$ cat config.mk
export PLATFORM = sky130hd
export DESIGN_NAME = plab4_net_router_adaptive_term_ctrl_wh
export DESIGN_NICKNAME = d
export VERILOG_FILES = /design/src/rtl/plab4_net_router_adaptive_term_ctrl_wh.sv
export SDC_FILE = /design/constraint.sdc
export NUM_CORES = 1
export LEC_CHECK = 0
export ABC_AREA = 1
export CORE_MARGIN = 2
export CORE_UTILIZATION = 30
export DETAILED_ROUTE_END_ITERATION = 12
export HOLD_SLACK_MARGIN = 0.02
export SETUP_SLACK_MARGIN = 0.05
export SYNTH_ARGS = -nofsm -noshare
export SYNTH_HDL_FRONTEND = slang
export SYNTH_SLANG_ARGS = --single-unit
$ cat constraint.sdc
create_clock -name clk -period 4.45 [get_ports clk]
set_clock_uncertainty 0.15 [all_clocks]
set_input_delay 1.1125 -clock clk [delete_from_list [all_inputs] [get_ports clk]]
set_output_delay 1.1125 -clock clk [all_outputs]
set_load 0.05 [all_outputs]
$ cat src/rtl/plab4_net_router_adaptive_term_ctrl_wh.sv
// Wormhole route/arbitration request control for a ring router terminal input port.
// Optional adaptive non-minimal routing is enabled by defining PLAB4_NET_TERM_CTRL_ADAPTIVE_EN.
module plab4_net_router_adaptive_term_ctrl_wh #(
    parameter int p_router_id      = 0,
    parameter int p_num_routers    = 8,
    parameter int p_num_free_nbits = 2,
    parameter int p_bubble         = 2,
    parameter int p_starve_max     = 15,
    localparam int c_dest_nbits    = $clog2(p_num_routers)
) (
    input  logic                        clk,
    input  logic                        reset,
    input  logic [c_dest_nbits-1:0]     dest,
    input  logic                        in_head,
    input  logic                        in_tail,
    input  logic                        in_val,
    output logic                        in_rdy,
    input  logic [p_num_free_nbits-1:0] num_free0,
    input  logic [p_num_free_nbits-1:0] num_free2,
    input  logic [p_num_free_nbits-1:0] num_free_chan0,
    input  logic [p_num_free_nbits-1:0] num_free_chan2,
    output logic [2:0]                  reqs,
    input  logic [2:0]                  grants,
    output logic                        locked,
    output logic                        starved
);

    localparam int c_cnt_nbits = $clog2(p_starve_max + 1);

    typedef enum logic [0:0] {
        IDLE   = 1'b0,
        LOCKED = 1'b1
    } state_e;

    state_e                 state_r;
    state_e                 state_next_s;
    logic [2:0]             port_r;
    logic [c_cnt_nbits-1:0] cnt_r;
    logic [2:0]             reqs_s;
    logic [2:0]             min_s;
    logic [2:0]             route_s;
    logic [31:0]            diff_s;
    logic [31:0]            fwd_s;
    logic [31:0]            bwd_s;
    logic                   xfer_s;
    logic                   head_xfer_s;
    logic                   starved_s;

    assign xfer_s      = in_val & (|(reqs_s & grants));
    assign head_xfer_s = (state_r == IDLE) & in_head & xfer_s;
    assign starved_s   = (32'(cnt_r) >= 32'(p_starve_max));

`ifndef PLAB4_NET_TERM_CTRL_ADAPTIVE_EN
    logic chan_unused_s;
    assign chan_unused_s = ^{num_free_chan0, num_free_chan2};
`endif

    // State register
    always_ff @(posedge clk or posedge reset) begin
        if (reset) begin
            state_r <= IDLE;
        end else begin
            state_r <= state_next_s;
        end
    end

    // Locked output port captured from the head flit's winning request
    always_ff @(posedge clk or posedge reset) begin
        if (reset) begin
            port_r <= 3'b000;
        end else if (head_xfer_s && !in_tail) begin
            port_r <= reqs_s;
        end else begin
            port_r <= port_r;
        end
    end

    // Saturating count of cycles a waiting head flit has gone ungranted
    always_ff @(posedge clk or posedge reset) begin
        if (reset) begin
            cnt_r <= '0;
        end else if (!in_val || head_xfer_s) begin
            cnt_r <= '0;
        end else if ((state_r == IDLE) && in_head && !starved_s) begin
            cnt_r <= cnt_r + c_cnt_nbits'(1);
        end else begin
            cnt_r <= cnt_r;
        end
    end

    // Next-state logic
    always_comb begin
        state_next_s = state_r;
        case (state_r)
            IDLE: begin
                if (head_xfer_s && !in_tail) state_next_s = LOCKED;
                else                         state_next_s = IDLE;
            end
            LOCKED: begin
                if (xfer_s && in_tail) state_next_s = IDLE;
                else                   state_next_s = LOCKED;
            end
            default: state_next_s = IDLE;
        endcase
    end

    // Ring distance and route choice for the current destination
    always_comb begin
        diff_s = 32'(dest) + 32'(p_num_routers) - 32'(p_router_id);
        fwd_s  = (diff_s >= 32'(p_num_routers)) ? diff_s - 32'(p_num_routers) : diff_s;
        bwd_s  = 32'(p_num_routers) - fwd_s;
        min_s  = 3'b100;
        if (fwd_s == 32'd0) begin
            min_s = 3'b010;
        end else if (fwd_s < bwd_s) begin
            min_s = 3'b100;
        end else if (bwd_s < fwd_s) begin
            min_s = 3'b001;
        end else begin
`ifdef PLAB4_NET_TERM_CTRL_ADAPTIVE_EN
            if (num_free_chan0 > num_free_chan2) min_s = 3'b001;
            else                                 min_s = 3'b100;
`else
            min_s = 3'b100;
`endif
        end
        route_s = min_s;
`ifdef PLAB4_NET_TERM_CTRL_ADAPTIVE_EN
        // Take the long way round only when the short way is fully congested
        if (!starved_s && (min_s == 3'b100) && (num_free_chan2 == {p_num_free_nbits{1'b0}})
            && (num_free_chan0 != {p_num_free_nbits{1'b0}})) begin
            route_s = 3'b001;
        end else if (!starved_s && (min_s == 3'b001) && (num_free_chan0 == {p_num_free_nbits{1'b0}})
            && (num_free_chan2 != {p_num_free_nbits{1'b0}})) begin
            route_s = 3'b100;
        end else begin
            route_s = min_s;
        end
`endif
    end

    // Output logic: requests gated by downstream space
    always_comb begin
        reqs_s = 3'b000;
        case (state_r)
            IDLE: begin
                if (in_val && in_head) begin
                    case (route_s)
                        3'b100:  reqs_s = (32'(num_free2) >= 32'(p_bubble)) ? 3'b100 : 3'b000;
                        3'b001:  reqs_s = (32'(num_free0) >= 32'(p_bubble)) ? 3'b001 : 3'b000;
                        3'b010:  reqs_s = 3'b010;
                        default: reqs_s = 3'b000;
                    endcase
                end else begin
                    reqs_s = 3'b000;
                end
            end
            LOCKED: begin
                if (in_val) begin
                    case (port_r)
                        3'b100:  reqs_s = (num_free2 != {p_num_free_nbits{1'b0}}) ? 3'b100 : 3'b000;
                        3'b001:  reqs_s = (num_free0 != {p_num_free_nbits{1'b0}}) ? 3'b001 : 3'b000;
                        3'b010:  reqs_s = 3'b010;
                        default: reqs_s = 3'b000;
                    endcase
                end else begin
                    reqs_s = 3'b000;
                end
            end
            default: reqs_s = 3'b000;
        endcase
    end

    assign reqs    = reqs_s;
    assign in_rdy  = xfer_s;
    assign locked  = (state_r == LOCKED);
    assign starved = starved_s;

endmodule

==> impl_metrics.csv <==
group,metric,value,unit
power_and_ir_drop,power.share.clock,23.4,%
synthesis,netlist_top_cells_count,"nand2_1 (22), inv_1 (12), nor2_1 (11), dfrtp_1 (8), nand2_2 (6)",
floorplan,core-area,1980,sq um
worst_setup_path,max_stage_delay,0.47,ns
timing,fin_crit_sh,91.9,%
timing,rsz0062_at_grt,"false",
final_layout,nFillCells,199,
routing,wl_per_cell,9.20,microns
clock_tree,path_clk_slew,0.05,ns
clock_tree,numCtsBuffers,3,
synthesis,netlist_instances,86,
timing,period_minus_slack,4.09,ns
routing,drc_errors,0,
timing,worst_slew_pin_slew,0.492,ns
floorplan,row_count,16,
routing,via_count,588,
worst_setup_path,required,3.19,ns
global_routing,grt_max_degree,9,
clock_tree,cts_tree,"yes",
worst_setup_path,cp_num_buf_inv,4,
synthesis,synth.distinct_cells,20,
synthesis,synthFlopType,"dfrtp_1",
worst_setup_path,crit_path_start_kind,"input pin",
placement,place.gp.congestion,0.720,
hold_path,hp-class,"flip-flop to flip-flop",
routing,wl,1.25,mm
worst_setup_path,path_max_fanout,7,
global_routing,antenna_found_initial,0,
clock_tree,cts_hold_buf,0,
worst_setup_path,path_cells,"clkdlybuf4s50_1 > inv_1 > ha_1 > inv_1 > nand2_1 > nand3_1 > nand2_1 > nand2_1 > nand2_2 > nand2_2 > nand3_4 > buf_12",
synthesis,netlist.area_leader.share,31.7,%
power_and_ir_drop,p_sw_share,35.3,%
routing,via_per_inst,4.32,
synthesis,yosys.cell_count.top_type,"nand2_1",
clock_tree,clockBufferDepth,2,
clock_tree,cts_setup_buffers,0,
status,status,"completed",
synthesis,synth_seq_cells,8,
synthesis,synth_nets,108,
global_routing,grtUsageMet1,11.4,%
synthesis,ys_top_cells_by_area,"dfrtp_1 (32%), nand2_1 (13%), inv_1 (7.1%)",
routing,antenna_left,0,
routing,firstDrtPassIters,4,
final_layout,multi_input_area,379,sq um
floorplan,fp.dieArea,2490,sq um
power_and_ir_drop,vdd_drop_max,0.000131,V
global_routing,grtUsageMet2,18.4,%
timing,setup_viol_count_final,0,
placement,port_buffers,20,
global_routing,overflow,0,
global_routing,grt_use_met3,4.24,%
power_and_ir_drop,p_sw,0.0787,mW
clock_tree,htree_levels,1,
power_and_ir_drop,p_seq_share,40.3,%
power_and_ir_drop,pwr-share-comb,36.3,%
synthesis,syn_area,632,sq um
final_layout,drive_above_1_share,21.1,%
synthesis,synth.avg_cell_area,7.35,sq um
timing,fmax,0.244,GHz
clock_tree,cts.sinks,8,
synthesis,yosysWarnings,0,
routing,drtIter0Drc,2,
timing,hold_viol_final,0,
timing,setup-tns-final,0,ns
floorplan,initial_core_util,31.9,%
placement,dp.cells,133,
synthesis,ys_seq_area_share,31.7,%
placement,hpwl,1.09,mm
timing,drv_slew,0,
job,drv_cap,0,
final_layout,seqCellArea,200,sq um
timing,maxSlewHeadroom,67.1,%
final_layout,nNetsFinal,133,
power_and_ir_drop,cellLeakagePower,0.467,nW
synthesis,synth-edff-count,0,
final_layout,syn2layout_area_growth,45.0,%
power_and_ir_drop,pwr_density_cell,243,nW/um^2
worst_setup_path,cpLargestDelayFamily,"buffers and inverters",
global_routing,grt_pass1_vias,498,
worst_setup_path,cp_slowest_cell,"clkdlybuf4s50_1",
final_layout,fin_cells,136,
worst_setup_path,cp-end-kind,"primary output",
floorplan,ios,25,
floorplan,fp.dieH,49.9,microns
final_layout,antenna-diode-count,0,
clock_tree,root_buffer,"clkbuf_4",
synthesis,yosysTopAreaCell,"dfrtp_1",
power_and_ir_drop,power.internal,0.144,mW
worst_setup_path,worstPathArrival,2.83,ns
worst_setup_path,crit_type,"input pin to primary output",
global_routing,grt_usage,10.8,%
worst_setup_path,cpMostUsedCell,"nand2_1",
global_routing,busiest_layer,"met2",
global_routing,grt_pass1_wl,1.96,mm
clock_tree,cts_resized,0,
clock_tree,clk_latency,0.24,ns
synthesis,async_reset_ff_share,100,%
worst_setup_path,r2r_slack,2.77,ns
floorplan,die_x,49.9,microns
-- state kept, by name (all words and copies together) (netlist names) --
signal / count
cnt_r: 4
port_r: 3
locked: 1
-- per-stage QoR --
stage / setup WS (ns) / power [mW] / util, % / instance area (sq um) / hold slack [ns]
6_report: 0.359 / 0.223 / 46.2 / 916 / 0.356
2_1_floorplan: 0.830 / 0.140 / - / 632 / 0.306
3_3_place_gp: 0.347 / 0.171 / 45.1 / 893 / 0.334
3_5_place_dp: 0.341 / 0.173 / 45.1 / 893 / 0.344
4_1_cts: 0.332 / 0.227 / 46.2 / 916 / 0.359
5_1_grt: 0.194 / 0.238 / 46.2 / 916 / 0.389
-- kinds of logic after synthesis --
kind of cell | after synthesis | share of synthesized area (%)
AND/OR/NAND/NOR | 56 | 47.3
buffers and inverters | 14 | 8.32
flip-flops | 8 | 31.7
XOR/XNOR | 3 | 4.16
adder cells (fa/ha/maj) | 3 | 5.94
AO/OA/AOI/OAI | 2 | 2.57
-- worst reg2reg max path: cells and delay by family, from the launching register on --
| kind | cells | cell delay (ns) |
|---|---|---|
| DFF | 1 | 0.47 |
| and+or+nand+nor | 8 | 0.97 |
-- layout by cell type (no fill, tap or decap) --
cell type,count
o211ai_1,1
a21oi_2,1
nand2_2,6
ha_1,3
inv_2,2
xnor2_1,1
nand2_4,1
nor2_1,11
xor2_1,2
inv_1,12
dfrtp_1,8
nand3_1,5
nor2_2,1
nand3_4,2
nand4_1,4
nor2_4,1
clkbuf_4,3
buf_4,1
nand2_1,22
or2_2,1
nor3b_1,1
nand3_2,1
clkdlybuf4s50_1,16
buf_12,3
-- area by class of cell --
cell class | instances | area share, %
multi-input cells | 64 | 41.4
repair buffers | 20 | 24.9
flip-flops and latches | 8 | 21.9
inverters | 14 | 5.74
well taps | 27 | 3.69
clock buffers | 3 | 2.46
-- worst paths after layout --
| check | start | to | depth (start not counted) |
|---|---|---|---|
| worst max-delay path | dest[2] | in_rdy | 12 |
| worst min-delay path | port_r[0] | port_r[0] | 2 |
| worst max register to register | locked | port_r[1] | 8 |
| worst min register to register | port_r[0] | port_r[0] | 2 |
| max in group asynchronous | reset | cnt_r[1] | 2 |
| min in group asynchronous | reset | port_r[1] | 2 |
-- layer usage --
metal | wire length, microns | vias to the layer above
met5 | 0 | -
met4 | 0 | 0
met3 | 66 | 0
met2 | 636 | 14
met1 | 547 | 256
li1 | - | 318
-- power by group through the flow --
stage	Sequential, mW	Combinational, mW	Clock [mW]
after global routing	0.0902	0.0885	0.0593
final	0.0898	0.0809	0.0523
after floorplan	0.0978	0.0422	0
after CTS	0.0898	0.0821	0.0552
after detailed placement	0.0910	0.0817	0
after global placement	0.0908	0.0807	0
Note: power is estimated with default switching activity, not from simulation.
